$ cat src/rtl/ov5640_rgb565_capture.sv
// Camera-side capture stage: pairs OV5640 RGB565 DVP bytes into RGB888 pixels
// with X/Y coordinates, frame markers and line/frame length checking.
module ov5640_rgb565_capture #(
  parameter int H_RES       = 1280,
  parameter int V_RES       = 720,
  parameter int SKIP_FRAMES = 10,
  parameter int VS_POL      = 1
) (
  input  logic        I_clk,
  input  logic        I_rst,
  input  logic        I_cfg_done,
  input  logic        I_vsync,
  input  logic        I_href,
  input  logic [7:0]  I_data,
  output logic        O_pix_valid,
  output logic [7:0]  O_pix_r,
  output logic [7:0]  O_pix_g,
  output logic [7:0]  O_pix_b,
  output logic [11:0] O_x,
  output logic [11:0] O_y,
  output logic        O_sof,
  output logic        O_eol,
  output logic        O_eof,
  output logic [15:0] O_frame_cnt,
  output logic        O_err_line,
  output logic        O_err_frame,
  output logic        O_err_sticky
);

  localparam logic [11:0] LP_H         = 12'(H_RES);
  localparam logic [11:0] LP_V         = 12'(V_RES);
  localparam logic [11:0] LP_H_M1      = 12'(H_RES - 1);
  localparam logic [11:0] LP_V_M1      = 12'(V_RES - 1);
  localparam logic [7:0]  LP_SKIP_LAST = 8'(SKIP_FRAMES - 1);
  localparam logic        LP_VS_POL    = 1'(VS_POL);

  typedef enum logic [1:0] {S_WAIT_CFG, S_SYNC, S_SKIP, S_ACTIVE} state_t;

  state_t      r_state;
  state_t      w_next;

  logic        r_vsync;
  logic        r_href;
  logic [7:0]  r_data;
  logic        r_vs_act_d;
  logic        r_hq_d;
  logic [7:0]  r_skip_cnt;
  logic        r_phase;
  logic [7:0]  r_hi;
  logic [11:0] r_x;
  logic [11:0] r_y;

  logic        w_vs_act;
  logic        w_hq;
  logic        w_frame_bd;
  logic        w_line_end;
  logic        w_active;
  logic        w_pix_done;
  logic        w_emit;
  logic        w_last_x;
  logic        w_eof;
  logic        w_line_err;
  logic        w_frame_err;
  logic [4:0]  w_r5;
  logic [5:0]  w_g6;
  logic [4:0]  w_b5;

  // href is only meaningful outside the vsync gap; edges are taken on that qualified level
  assign w_vs_act   = (r_vsync == LP_VS_POL);
  assign w_hq       = r_href & ~w_vs_act;
  assign w_frame_bd = r_vs_act_d & ~w_vs_act;
  assign w_line_end = r_hq_d & ~w_hq;
  assign w_active   = (r_state == S_ACTIVE) & I_cfg_done;

  assign w_pix_done = w_active & ~w_frame_bd & w_hq & r_phase;
  assign w_emit     = w_pix_done & (r_x < LP_H) & (r_y < LP_V);
  assign w_last_x   = (r_x == LP_H_M1);
  assign w_eof      = w_emit & w_last_x & (r_y == LP_V_M1);

  assign w_r5 = r_hi[7:3];
  assign w_g6 = {r_hi[2:0], r_data[7:5]};
  assign w_b5 = r_data[4:0];

  assign w_line_err  = w_active & w_line_end & ~w_frame_bd & (r_y < LP_V) &
                       ((r_x != LP_H) | r_phase);
  assign w_frame_err = w_active & w_frame_bd & (r_y != LP_V);

  // Inactive vsync level on reset so release never fakes a frame boundary
  always_ff @(posedge I_clk or posedge I_rst) begin
    if (I_rst) begin
      r_vsync    <= ~LP_VS_POL;
      r_href     <= 1'b0;
      r_data     <= '0;
      r_vs_act_d <= 1'b0;
      r_hq_d     <= 1'b0;
    end else begin
      r_vsync    <= I_vsync;
      r_href     <= I_href;
      r_data     <= I_data;
      r_vs_act_d <= w_vs_act;
      r_hq_d     <= w_hq;
    end
  end

  always_ff @(posedge I_clk or posedge I_rst) begin
    if (I_rst) r_state <= S_WAIT_CFG;
    else       r_state <= w_next;
  end

  always_comb begin
    w_next = r_state;
    if (!I_cfg_done) begin
      w_next = S_WAIT_CFG;
    end else begin
      case (r_state)
        S_WAIT_CFG: w_next = S_SYNC;
        S_SYNC:     if (w_frame_bd) w_next = (SKIP_FRAMES == 0) ? S_ACTIVE : S_SKIP;
        S_SKIP:     if (w_frame_bd && (r_skip_cnt == LP_SKIP_LAST)) w_next = S_ACTIVE;
        S_ACTIVE:   w_next = S_ACTIVE;
        default:    w_next = S_WAIT_CFG;
      endcase
    end
  end

  always_ff @(posedge I_clk or posedge I_rst) begin
    if (I_rst)                    r_skip_cnt <= '0;
    else if (r_state != S_SKIP)   r_skip_cnt <= '0;
    else if (w_frame_bd)          r_skip_cnt <= r_skip_cnt + 8'd1;
  end

  // Counters saturate so an overlong line can never wrap back onto a legal count
  always_ff @(posedge I_clk or posedge I_rst) begin
    if (I_rst) begin
      r_phase <= 1'b0;
      r_hi    <= '0;
      r_x     <= '0;
      r_y     <= '0;
    end else if (!w_active || w_frame_bd) begin
      r_phase <= 1'b0;
      r_x     <= '0;
      r_y     <= '0;
    end else begin
      if (w_hq) begin
        r_phase <= ~r_phase;
        if (!r_phase)             r_hi <= r_data;
        else if (r_x != 12'hFFF)  r_x  <= r_x + 12'd1;
      end else begin
        r_phase <= 1'b0;
      end
      if (w_line_end) begin
        r_x <= '0;
        if (r_y != 12'hFFF) r_y <= r_y + 12'd1;
      end
    end
  end

  always_ff @(posedge I_clk or posedge I_rst) begin
    if (I_rst) begin
      O_pix_valid  <= 1'b0;
      O_pix_r      <= '0;
      O_pix_g      <= '0;
      O_pix_b      <= '0;
      O_x          <= '0;
      O_y          <= '0;
      O_sof        <= 1'b0;
      O_eol        <= 1'b0;
      O_eof        <= 1'b0;
      O_frame_cnt  <= '0;
      O_err_line   <= 1'b0;
      O_err_frame  <= 1'b0;
      O_err_sticky <= 1'b0;
    end else begin
      O_pix_valid <= w_emit;
      O_sof       <= w_emit & (r_x == 12'd0) & (r_y == 12'd0);
      O_eol       <= w_emit & w_last_x;
      O_eof       <= w_eof;
      if (w_emit) begin
        O_pix_r <= {w_r5, w_r5[4:2]};
        O_pix_g <= {w_g6, w_g6[5:4]};
        O_pix_b <= {w_b5, w_b5[4:2]};
        O_x     <= r_x;
        O_y     <= r_y;
      end
      if (w_eof) O_frame_cnt <= O_frame_cnt + 16'd1;
      O_err_line  <= w_line_err;
      O_err_frame <= w_frame_err;
      if (w_line_err || w_frame_err) O_err_sticky <= 1'b1;
    end
  end

endmodule
$ cat config.mk
export PLATFORM = sky130hd
export DESIGN_NAME = ov5640_rgb565_capture
export DESIGN_NICKNAME = d
export VERILOG_FILES = /design/src/rtl/ov5640_rgb565_capture.sv
export SDC_FILE = /design/constraint.sdc
export NUM_CORES = 1
export LEC_CHECK = 0
export BUFFER_PORTS_ARGS = -buffer_cell sky130_fd_sc_hd__clkbuf_2
export CORE_ASPECT_RATIO = 0.9
export CORE_MARGIN = 2
export CORE_UTILIZATION = 56
export DETAILED_ROUTE_END_ITERATION = 10
export GPL_TIMING_DRIVEN = 0
export PLACE_DENSITY = 0.87
export SLEW_MARGIN = 10
export SYNTH_ARGS = -nofsm -noshare
export SYNTH_HDL_FRONTEND = slang
export SYNTH_SLANG_ARGS = --single-unit
$ cat constraint.sdc
create_clock -name I_clk -period 4.7 [get_ports I_clk]
set_clock_uncertainty 0.15 [all_clocks]
set_input_delay 0.235 -clock I_clk [delete_from_list [all_inputs] [get_ports I_clk]]
set_output_delay 0.235 -clock I_clk [all_outputs]
set_load 0.02 [all_outputs]
==> impl_metrics.py <==
metrics = {
    "global_routing": {
        "grt_use_met2_pct": 45.6,
        "met3_usage_pct": 6.56,
        "grt_max_degree": 62,
        "grt-ovfl-total": 0,
        "grt.met1_usage_pct": 30.7,
        "grt_antenna_before_repair": 0,
        "gr-max-usage-layer": "met2",
        "track_usage_pct": 25.8,
        "first_global_vias": 4215,
        "grt_first_pass_wirelength_microns": 19900,
    },
    "yosys": {
        "ys_top_cells_by_area": "dfrtp_1, nand2_1, xor2_1, nor2_1, xnor2_1",
        "ys_seq_area_share_pct": 57.6,
        "synth_edf_count": 0,
        "syn_inst": 510,
        "yosysMostFrequentCell": "nand2_1",
        "synthesis.nets": 530,
        "synth_top_area_share_pct": 57.6,
        "synth_area_per_cell_sq_um": 10.0,
        "async_flop_share_pct": 100,
        "ys_seq_elements": 118,
        "yosysUniqueCellTypes": 43,
        "ys_warn_count": 0,
        "ys.flop_type": "dfrtp_1",
        "syn-cell-area_sq_mm": 0.00512,
        "synth_top_area_cell": "dfrtp_1",
        "synth_commonest_cells": "nand2_1, dfrtp_1, nor2_1",
    },
    "outcome": {
        "outcome": "finished clean",
    },
    "layout": {
        "layout.nets": 645,
        "antenna_cells": 0,
        "final_util_pct": 71.8,
        "drive_gt1_share_pct": 23.7,
        "fillers": 669,
        "area_growth_pct": 26.1,
        "fin_area_sq_mm": 0.00646,
    },
    "die": {
        "die_area_sq_mm": 0.00993,
        "row_count": 33,
        "core_area_sq_mm": 0.00900,
        "die_x_microns": 105,
        "start_util_pct": 56.9,
        "fp.dieH_microns": 94.7,
        "pin_count": 84,
    },
    "setup_path": {
        "path_cells": "clkbuf_1 -> o211a_1 -> o21a_1 -> nor4_2 -> clkbuf_1 -> nand2_1 -> nand2_1",
        "critPathArrivalTime_ns": 3.24,
        "crit_path_start_kind": "flop",
        "critPathKind": "reg2reg",
        "required_ns": 5.00,
        "end_kind": "flop",
        "worstPathMaxFanout": 10,
        "slowest_stage": "nor4_2",
        "max_stage_delay_ns": 1.03,
    },
    "timing": {
        "setup_tns_ns": 0,
        "fin_crit_sh_pct": 62.4,
        "setup_viol": 0,
        "period_needed_ns": 2.93,
        "rsz0062_at_grt": "false",
        "hold_violations": 0,
        "fmax_mhz": 341,
        "slew_violations": 0,
        "worst_pin_slew_ns": 1.21,
        "max_slew_margin_pct": 18.5,
    },
    "route": {
        "firstDrtPassIters": 5,
        "vias": 4183,
        "via_per_inst": 5.50,
        "wl_microns": 11900,
        "routedWlPerCell_microns": 15.7,
        "drt_first_iter_violations": 199,
        "drc": 0,
        "ant_nets": 0,
    },
    "cts": {
        "tritoncts": "yes",
        "clock_path_buffers": 2,
        "clock-sinks": 118,
        "insertion_delay_ns": 0.52,
        "postCtsSetupBuffers": 0,
        "h-tree-depth": 4,
        "clkTransAtPathRegs_ns": 0.06,
        "cts_resized": 0,
        "cts_hold_buf": 12,
        "clockRootBuffer": "clkbuf_8",
        "tritoncts.num_buffers": 17,
    },
    "job": {
        "max_cap_viol_count": 0,
    },
    "placed_design": {
        "gp_congestion": 0.852,
        "port_buffers": 83,
        "dpl.hpwl_microns": 7850,
        "placed_cell_area_sq_mm": 0.00572,
    },
    "hold_path": {
        "min_path_type": "in2async",
    },
    "pwr": {
        "p_leak_nw": 3.28,
        "p_per_area_mw_per_mm2": 380,
        "peakVddDrop_mv": 0.247,
        "power_mw": 2.46,
    },
}
## kinds of logic after synthesis
group / count (synthesis) / synth area share (%)
xor+xnor: 40 / 6.84
flops: 118 / 57.6
compound gates: 22 / 2.59
mux: 10 / 2.17
fa+ha+maj: 7 / 1.71
simple gates: 271 / 25.1
buf+inv: 42 / 4.00
## cell type report
| cell class | count | area [sq um] | share of cell area [%] |
|---|---|---|---|
| Buffer | 29 | 156 | 2.42 |
| Clock buffer | 17 | 414 | 6.41 |
| Clock inverter | 15 | 204 | 3.16 |
| Inverter | 13 | 53.8 | 0.833 |
| Multi-Input combinational cell | 350 | 1970 | 30.4 |
| Sequential cell | 118 | 2950 | 45.7 |
| Tap cell | 122 | 153 | 2.36 |
| Timing Repair Buffer | 96 | 563 | 8.71 |
## path summary, 6_finish.rpt
check                           startpoint         endpoint  slack [ns]  cells past startpoint
setup reg to reg                    r_y[5]       O_pix_g[2]        1.77                      7
setup / recovery                    r_y[5]       O_pix_g[2]        1.77                      7
min in group I_clk               I_data[5]        r_data[5]        0.20                      2
hold / removal                       I_rst    r_skip_cnt[3]        0.15                      3
hold reg to reg            O_frame_cnt[15]  O_frame_cnt[15]        0.31                      1
max in group asynchronous            I_rst           O_x[8]        3.60                      4
## metal layers
layer / share of wire (%) / routed length, microns
met5: 0 / 0
met4: 2.1 / 247
met3: 6.2 / 736
met2: 51 / 6120
met1: 40 / 4830
## registers in the layout (all words and copies together), names as in the netlist, 6 cells and up
register     cells
O_y             12
r_hi             8
O_pix_g          6
r_skip_cnt       8
O_frame_cnt     16
r_data           8
O_x             12
r_y             12
r_x             12
## per-stage QoR
step	instances	worst slack (ns)	hold slack (ns)
after floorplan	510	1.19	0.116
after global placement	715	0.0891	0.193
after detailed placement	716	1.85	0.172
after CTS	760	1.84	0.179
after global routing	760	1.63	0.202
final	760	1.77	0.154
## cell usage in the layout, fill, tap and decap left out, types with 4 or more instances in the layout
cell type | synthesis | final
clkinvlp_4 | 0 | 4
xor2_1 | 26 | 26
or2_2 | 4 | 4
mux2_2 | 9 | 9
nor2_1 | 40 | 40
clkbuf_2 | 0 | 83
nor4_1 | 9 | 9
a21oi_1 | 5 | 5
nor2b_1 | 5 | 5
ha_1 | 7 | 7
dfrtp_1 | 118 | 118
xnor2_1 | 14 | 14
bufinv_16 | 0 | 4
dlygate4sd3_1 | 0 | 12
inv_1 | 13 | 12
clkbuf_16 | 0 | 16
and3_1 | 4 | 4
nor3_1 | 21 | 21
nand3_1 | 14 | 14
nand2_1 | 133 | 133
or3_1 | 4 | 4
o21ai_0 | 7 | 7
buf_4 | 8 | 8
nand4_1 | 14 | 14
clkbuf_1 | 17 | 17
## power by group
group / switching (mW) / internal [mW]
Clock: 0.485 / 0.863
Combinational: 0.0380 / 0.0261
Sequential: 0.0105 / 1.03
## critical path, delay by kind of cell, from the launching register on
| kind | cells | cell delay, ns |
|---|---|---|
| AND/OR/NAND/NOR | 3 | 1.24 |
| AO/OA/AOI/OAI | 2 | 0.45 |
| buffers and inverters | 2 | 0.65 |
| flip-flops | 1 | 0.38 |
No activity file was read; power rests on OpenSTA's default activity.
